## src/rtl/pc_sequencer.sv

```systemverilog
// pc_sequencer: fetch-address generator with exception/eret redirect,
// hazard stall, delayed-branch redirect and an accepted-fetch counter.
module pc_sequencer #(
    parameter logic [31:0] RESET_PC = 32'h0000_3000,
    parameter logic [31:0] EXC_PC   = 32'h0000_4180,
    parameter logic [31:0] IM_LO    = 32'h0000_3000,
    parameter logic [31:0] IM_HI    = 32'h0000_6FFC
) (
    input  logic        clk,
    input  logic        reset,
    input  logic        stall,
    input  logic        br_valid,
    input  logic [31:0] br_target,
    input  logic        exc_req,
    input  logic        eret_req,
    input  logic [31:0] epc,
    output logic [31:0] pc,
    output logic        pc_valid,
    output logic        fetch_adel,
    output logic [31:0] fetch_cnt
);

    typedef enum logic [1:0] {BOOT, RUN, HOLD, REDIR} state_e;

    state_e      state_q, state_d;
    logic [31:0] pc_q, pc_d;
    logic [31:0] cnt_q, cnt_d;
    logic        valid_q, valid_d;

    always_comb begin
        state_d = state_q;
        pc_d    = pc_q;
        if (exc_req) begin
            pc_d    = EXC_PC;
            state_d = REDIR;
        end else if (eret_req) begin
            pc_d    = epc;
            state_d = REDIR;
        end else if (stall) begin
            // BOOT/REDIR keep waiting: their address has not been fetched yet
            if (state_q == RUN) state_d = HOLD;
        end else begin
            state_d = RUN;
            if (valid_q) pc_d = br_valid ? br_target : pc_q + 32'd4;
        end
        valid_d = (state_d == RUN) || (state_d == HOLD);
        cnt_d   = (valid_q && !stall) ? cnt_q + 32'd1 : cnt_q;
    end

    always_ff @(posedge clk or posedge reset) begin
        if (reset) begin
            state_q <= BOOT;
            pc_q    <= RESET_PC;
            valid_q <= 1'b0;
            cnt_q   <= 32'd0;
        end else begin
            state_q <= state_d;
            pc_q    <= pc_d;
            valid_q <= valid_d;
            cnt_q   <= cnt_d;
        end
    end

    assign pc         = pc_q;
    assign pc_valid   = valid_q;
    assign fetch_cnt  = cnt_q;
    assign fetch_adel = valid_q &&
                        ((pc_q[1:0] != 2'b00) || (pc_q < IM_LO) || (pc_q > IM_HI));

endmodule

```

## config.mk

```make
export PLATFORM = sky130hd
export DESIGN_NAME = pc_sequencer
export DESIGN_NICKNAME = d
export VERILOG_FILES = /design/src/rtl/pc_sequencer.sv
export SDC_FILE = /design/constraint.sdc
export NUM_CORES = 1
export LEC_CHECK = 0
export ABC_AREA = 1
export CAP_MARGIN = 20
export CORE_MARGIN = 3
export CORE_UTILIZATION = 49
export CTS_CLUSTER_SIZE = 30
export DETAILED_ROUTE_END_ITERATION = 16
export PLACE_DENSITY = 0.78
export SYNTH_ARGS = -nofsm -noshare
export SYNTH_HDL_FRONTEND = slang
export SYNTH_SLANG_ARGS = --single-unit
```

## constraint.sdc

```tcl
create_clock -name clk -period 2.9 [get_ports clk]
set_clock_uncertainty 0.05 [all_clocks]
set_input_delay 0.58 -clock clk [delete_from_list [all_inputs] [get_ports clk]]
set_output_delay 0.58 -clock clk [all_outputs]
set_load 0.05 [all_outputs]
```

Word level (Yosys, flattened, before mapping)
Index checks and enable logic that the tools add are counted.

Order comparisons: 2. Add/sub/neg operators: 2. Muxes and demuxes: 9. Eq/ne operators: 4. Reduce and logical (&&, ||, !) cells: 9.

Operator list (count): 2-to-1 mux 32 bit (5); adder 32 x 1 -> 32 bit, second input constant (1); adder 32 x 3 -> 32 bit, second input constant (1); > comparator 32 x 15 -> 1 bit, second input constant (1); less-than comparator 32 x 14 -> 1 bit, second input constant (1); 2-to-1 mux 2 bit (4); == test 2 x 1 -> 1 bit, second input constant (2); logical OR 1 bit (3); != test 3 x 1 -> 1 bit, second input constant (1); nonzero test 3 bit (1); == test 2 bit, second input constant (1); logical AND 1 bit (2); AND reduction 2 bit (1); nonzero test 2 bit (1); logical NOT 1 bit (1).

Register bits: 67. Input bits: 70.

Depth between registers and ports, before layout
Gate-level depths: netlist of run 1.

Word-level depth: 7. Gate-level depth with buffers: 11. Gate-level depth less buffers: 11.

Least setup slack after synthesis of run 1
No wires, ideal clock.

Path type: register to output. Start point: register pc_q[12] (netlist: pc[12]). End point: output port fetch_adel. Stages on the path, launching flop included: 4. Arrival: 1468 ps. Slack: 802 ps. Buffers on the path: 0. Path through: dfstp_2 -> nand2_2 -> o211ai_1 -> o21a_1.

Cells in the longest elaborated chain, start to end: 4.

Ends and longest elaborated chain: from (decl) (RTL line 26) `logic [31:0] pc_q, pc_d;`; from (signal assigned) (RTL line 58) `pc_q <= pc_d;`; less-than comparator 32 x 14 -> 1 bit (RTL line 68) `((pc_q[1:0] != 2'b00) || (pc_q < IM_LO) || (pc_q > IM_HI));`; logical OR 1 bit (RTL line 68); logical OR 1 bit * (RTL line 68); logical AND 1 bit * (RTL line 67) `assign fetch_adel = valid_q &&`; to (decl) (RTL line 19) `output logic fetch_adel,`.

Every way passes the cells marked *; elsewhere a longest branch is shown, timed or not.

Worst setup path after layout of run 1
Start point: register pc_q[15] (netlist: pc[15]). End point: output port fetch_adel.

The elaborated chain is that of the path after synthesis.

==> results of run 1 <==
==> final cells by class <==
type,count,area (um^2),area share [%]
clock buffer,9,124,1.90
clock inverter,7,76.3,1.17
inverter,62,233,3.57
multi-input combinational,578,2820,43.3
sequential,67,1680,25.7
tap,129,161,2.47
timing repair buffer,144,1430,21.9
==> cell usage in the layout (no fill, tap or decap), types with 12 or more instances in the layout <==
cell type / instances
nor2_1: 105
inv_1: 59
xor2_1: 20
nor2_4: 12
clkdlybuf4s50_1: 134
o21ai_0: 16
dfrtp_1: 65
nand3_1: 49
a21oi_1: 33
nand2_2: 12
nand2_1: 248
==> worst max path at each step <==
stage	start	endpoint	slack [ps]	cells after the start
finish	pc[15]	fetch_adel	90	4
floorplan	reset	fetch_cnt[0]	590	1
global placement	pc[21]	fetch_adel	250	4
detailed placement	pc[15]	fetch_adel	270	4
CTS	pc[21]	fetch_adel	160	4
global route	pc[15]	fetch_adel	60	4
==> per-stage QoR <==
stage | setup WS [ps] | cell area [um^2] | utilization (%) | instances | total power [mW]
global route | 62.5 | 6530 | 69.3 | 996 | 2.89
detailed placement | 270 | 6330 | 67.2 | 980 | 1.96
floorplan | 590 | 4820 | - | 726 | 1.62
global placement | 250 | 6330 | 67.2 | 980 | 1.95
finish | 94.5 | 6530 | 69.3 | 996 | 2.76
CTS | 157 | 6530 | 69.3 | 996 | 2.77
==> worst max-delay path: stages, from the launching register on <==
cell           delay (ps)
dfrtp_1               460
nor4_1                470
nand4_1               220
o21a_1                250
dlygate4sd2_1         430
==> sequential cells by signal, indices dropped and copies added (netlist names) <==
name / count
fetch_cnt: 32
pc: 32
pc_valid: 1
state_q: 2
==> routing by layer <==
| metal | track usage (%) | wire (um) | share of wire, % |
|---|---|---|---|
| met1 | 39.7 | 6890 | 45 |
| met3 | 6.18 | 1110 | 7.3 |
| met4 | 6.75 | 260 | 1.7 |
| met5 | 0 | 0 | 0 |
| met2 | 43.7 | 6960 | 46 |
==> logic make-up (layout without fill, tap and decap cells) <==
kind of cell             count (synthesis)  in the layout  synth area share [%]
multiplexers                             2              2                 0.467
flip-flops                              67             67                  34.8
AND/OR/NAND/NOR                        476            476                  44.4
AO/OA/AOI/OAI                           68             68                  7.68
XOR/XNOR                                30             30                  5.45
adder cells (fa/ha/maj)                  2              2                 0.519
buffers and inverters                   81            222                  6.64
==> power breakdown <==
part	total (mW)	switching, mW	internal (mW)	leakage [nW]
sequential	1.12	0.111	1.01	0.847
combinational	0.831	0.518	0.313	1.97
clock	0.809	0.406	0.403	0.0962
total	2.76	1.04	1.72	2.92
==> repair_timing <==
| action | in CTS | in global routing |
|---|---|---|
| setup endpoints to repair | 1 | 0 |
| hold buffers | 0 | 0 |
| hold endpoints to repair | 0 | 0 |
| resized for setup | 1 | 0 |
==> metrics list, run 1 <==
- Status: finished, final reports clean
- TritonCTS clock tree: done
- In this run the deepest clock path goes through 2 buffers.
- Input/output buffers: 135
* Share of the synthesized area in the top cell type: 33.7%
- Final net count: 934
- Largest net degree at the start of global routing: 68
* Mapped Cells: 726
- Clock Sink Count: 67
- Of all nets on the critical path, the largest fanout is 8.
- Worst setup path category: flip-flop to output pin
- Max_cap viols: 0
- The routed design could run at a clock period as short as 2810 ps.
- Worst setup slack for register-to-register paths: 1090 ps
- The die is 105 um wide.
- Compared with the post-synthesis result, the final layout area differs by 35.3%.
- Headroom to the max-slew limit came out at 60.9%.
* Areal power density over the cells: 423 nW/um^2
* Destination of the worst hold path: pc[12]
* Startpoint of the most critical register-to-register path: pc[3]
* Min Hold Slack: 462 ps
- Setup repair after global routing left no endpoint under its margin.
- Synth area leader: dfrtp_1
- The Yosys step of the flow raised 0 warnings.
- Syn_area_per_cell: 6.64 um^2
* Static Leak: 2.92 nW
- The number of antenna violations at the first check in global routing came to 0.
- Flop and latch count out of synthesis: 67
- The layout has 816 filler cells.
* Setup violations, final: 0
- The worst path uses 96.7% of the clock period.
* Die H: 105 um
- The worst hold path belongs to the class flip-flop to flip-flop.
- Data arrives at the worst endpoint at 2180 ps.
- At the later pin of the worst-skew pair, clock insertion delay measures 350 ps.
- Count of inserted antenna diode cells: 0
- Number of distinct library cells after synthesis: 38
* Detail Route Antenna Nets: 0
- Number of synthesized flops with an enable pin: 0
- For this block, the initial DRC count from the detailed router was 421.
- IR analysis of the VDD net gives a maximum drop of 0.392 mV.
* Routed length per placed instance: 15.3 um
- Placer's final routability congestion estimate: 0.942
- Share of layout cells above drive strength 1: 9.11%
- Number of detailed-route iterations in the first pass: 7
- Counting instances, the worst hold path has a depth of 2.
- CTS Buf Count: 9
* Total congestion overflow after global routing: 0
* Global-route wire length before repair: 25.3 mm
- Post-detailed-route via-to-cell ratio: 5.28
* Seq/Total Area, Yosys: 34.8%
- Number of buffers added for setup after CTS: 0
- Vias in the first global route: 4,955
- Clock tree synthesis selected as its root buffer the cell clkbuf_8.
- Std cell rows: 35
* Number of remaining DRC errors: 0
- Clock-pin slew was measured on the worst setup and hold paths at 80 ps.
- During I/O placement, the number of pins put on the boundary was 136.
- In the synthesized netlist the async set-or-reset flop fraction comes to 100%.
- In this run the cell area of the synthesized design comes to 4820 um^2.
* Total wirelength of the detailed-routed design: 15.2 mm
* Total number of vias: 5,263
- Final count of hold timing violations: 0
* Worst min-delay path startpoint: pc[12]
- Peak Freq: 356 MHz
- For this run, the leading register cell type out of synthesis is dfrtp_1.
- Nature of the critical path endpoint: output pin
* GRT Util Overall: 28.1%
- For this configuration, the core starts out at a cell density of 51.2%.
- The floorplan step defined a die boundary enclosing 11,100 um^2.
* Kind of start point of the critical path: flip-flop
- Ranked by total cell area, the synthesized netlist is headed by dfrtp_1, nand2_1, nor2_1, nand3_1, inv_1.
- The number of nets handed over by synthesis was 798.
- Yosys instantiated no cell more often than nand2_1.
- Cell depth of the worst flop-to-flop path: 10
- Required time of the critical path: 2270 ps
- Commonest cells in the netlist: nand2_1, nor2_1, dfrtp_1
* Total core area: 9420 um^2
- Setup total negative slack on the finished layout was measured at 0 ps.
* Worst r2r dst: pc[24]
- The H-tree was split into 3 levels.
- At the pin with the least slew margin, the transition time is 585 ps.
- HPWL Detailed: 11.6 mm
- Slew Viols, Final: 0
Note: power is estimated with default switching activity, not from simulation.
==> inputs of run 2 (changes only) <==
MAX_ROUTING_LAYER = met4   (was unset)
==> metrics list, run 2 (synthesis results as in run 1) <==
- Endpoint of the worst setup timing path: fetch_adel
- Type of the tightest min-delay check: flip-flop to flip-flop
- Combined area of the multi-input logic cells: 2820 um^2
* Core utilization of the finished layout: 69.7%
- Worst vdd ir: 0.411 mV
- Overall die area: 11,100 um^2
- The number of antenna violations at the first check in global routing came to 0.
- Global-route wire length before repair: 25.9 mm
* Slew margin rel.: 60.9%
- Setup slack on the worst reg-to-reg path comes out at 1010 ps.
- Input/output buffers: 135
- The first detailed-routing pass took 5 iterations.
- Entering global routing, the biggest net connects 68 pins.
- Summed over all layers, the routed wires come to 15.5 mm.
- Summed over all cells, the static leakage comes to 2.94 nW.
* Kind of start point of the critical path: flip-flop
- Registers take 1680 um^2.
* Worst r2r dst: pc[7]
* Count of inserted antenna diode cells: 0
- Clock tree synthesis found a total of 67 sinks.
- For this run, the top clock speed supported by timing is 366 MHz.
- Number of placed instances, taps included: 979
* Number of remaining DRC errors: 0
* Setup violations, final: 0
- The count of final hold-check violations came to 0.
* H-tree level count: 3
- In this run the worst path has a maximum fanout of 8.
- After global routing the overflow that remains totals 0.
- The worst setup path is captured at an output pin.
- TritonCTS clock tree: done
* Std cell rows: 35
- Buffer levels on the longest clock path: 2
* Worst setup path category: flip-flop to output pin
- Cell depth of the worst flop-to-flop path: 6
- For the pin with the worst max-slew slack, the measured transition is 582 ps.
* Vias in the first global route: 5,087
- Horizontal die dimension: 105 um
* Final period utilization: 94.3%
- Adding up every negative setup slack in the final design gives 0 ps.
* Detail Route Antenna Nets: 0
- The flow ran to the end, and the final reports show no timing, DRC or antenna violations.
- At the worst endpoint, the required time is 2270 ps.
- DRC violation total after the first TritonRoute iteration: 333
- CTS root buf: clkbuf_8
* Share of layout cells above drive strength 1: 8.89%
- Number of buffers added for setup after CTS: 0
- Tmin final: 2730 ps
* Most frequent cells in the layout: nand2_1, clkdlybuf4s50_1, nor2_1
- Power spread over the standard cell area amounts to 446 nW/um^2.
- Routability-driven placement finished with a final weighted congestion of 0.920.
* Starting density of the core: 51.2%
* Post-detailed-route via-to-cell ratio: 5.27
- Startpoint of the most critical register-to-register path: pc_valid
- Setup repair after global routing left no endpoint under its margin.
- The filler cells instantiated in the layout total 799.
* Max_cap viols: 0
- Leading cell type in the layout, fill and taps excluded: nand2_1
- Clock input transition at the sequential cells of the worst setup and hold paths: 80 ps
* Final net count: 933
- Counting the buffers created by CTS gives 9.
* Total Power: 2.93 mW
- The count of final max-slew check failures was 0.
* Die H: 105 um
- Total core area: 9420 um^2
- HPWL Detailed: 11.6 mm
- The finished layout holds 995 standard cells, fillers aside.
* Startpoint of the most critical setup path: pc[15]
- From synthesis to final layout, the design area changed by 36.0%.
* Data arrival time of the critical path: 2100 ps
- Across every metal layer, demand over resource in global routing totals 29.7%.
- Routed length per placed instance: 15.5 um
* I/O pin total: 136
* Total number of vias: 5,247
- Clock latency reported for the late side of the worst-skew pair: 350 ps
-- run 2: cell types whose count changed in the layout (fill, tap and decap cells not counted) --
| cell | delta |
|---|---|
| buf_4 | -1 |
| inv_6 | -1 |
| bufinv_16 | +2 |
| clkbuf_1 | +1 |
| clkinvlp_4 | -2 |
-- run 2: routing by layer --
layer,vias up,GRT usage [%],share of wire (%),wire length [um]
met4,0,7.22,0.93,144
met1,2447,42.0,46,7150
met2,216,44.9,46,7060
met5,-,-,0,0
li1,2568,-,-,-
met3,16,4.45,7.2,1110
-- run 2: critical path, cell delays in order, from the launching register on --
cell and delay, ps:
dfrtp_1 460, nor4_1 450, nand4_1 190, o21a_1 230, dlygate4sd2_1 430
-- run 2: what timing repair did --
item / 4_1_cts / 5_1_grt
hold buffers: 0 / 0
resized for setup: 1 / 0
setup endpoints to repair: 1 / 0
-- run 2: layout make-up --
type	count	area share, %
clock inverter	6	1.72
multi-input combinational	578	43.0
clock buffer	10	1.95
tap	129	2.46
inverter	62	3.55
sequential	67	25.6
timing repair buffer	143	21.7
-- run 2: worst min path at each step --
stage          cells after the start  slack [ps]       start         end
2_1_floorplan                      2         440  state_q[1]  state_q[0]
3_3_place_gp                       2         440      pc[12]      pc[12]
3_5_place_dp                       2         450      pc[12]      pc[12]
4_1_cts                            2         460      pc[12]      pc[12]
5_1_grt                            2         480      pc[13]      pc[13]
6_report                           2         460      pc[12]      pc[12]
-- run 2: per-stage QoR --
stage               worst slack, ps  area [um^2]  hold WS, ps
floorplan                       590         4820          445
global placement                243         6320          445
detailed placement              301         6320          446
CTS                             194         6560          458
global route                    116         6560          484
finish                          166         6560          463
-- run 2: power by group --
part | total, mW | switching [mW] | internal, mW
Sequential | 1.12 | 0.114 | 1.01
Combinational | 0.830 | 0.517 | 0.314
Clock | 0.975 | 0.400 | 0.575
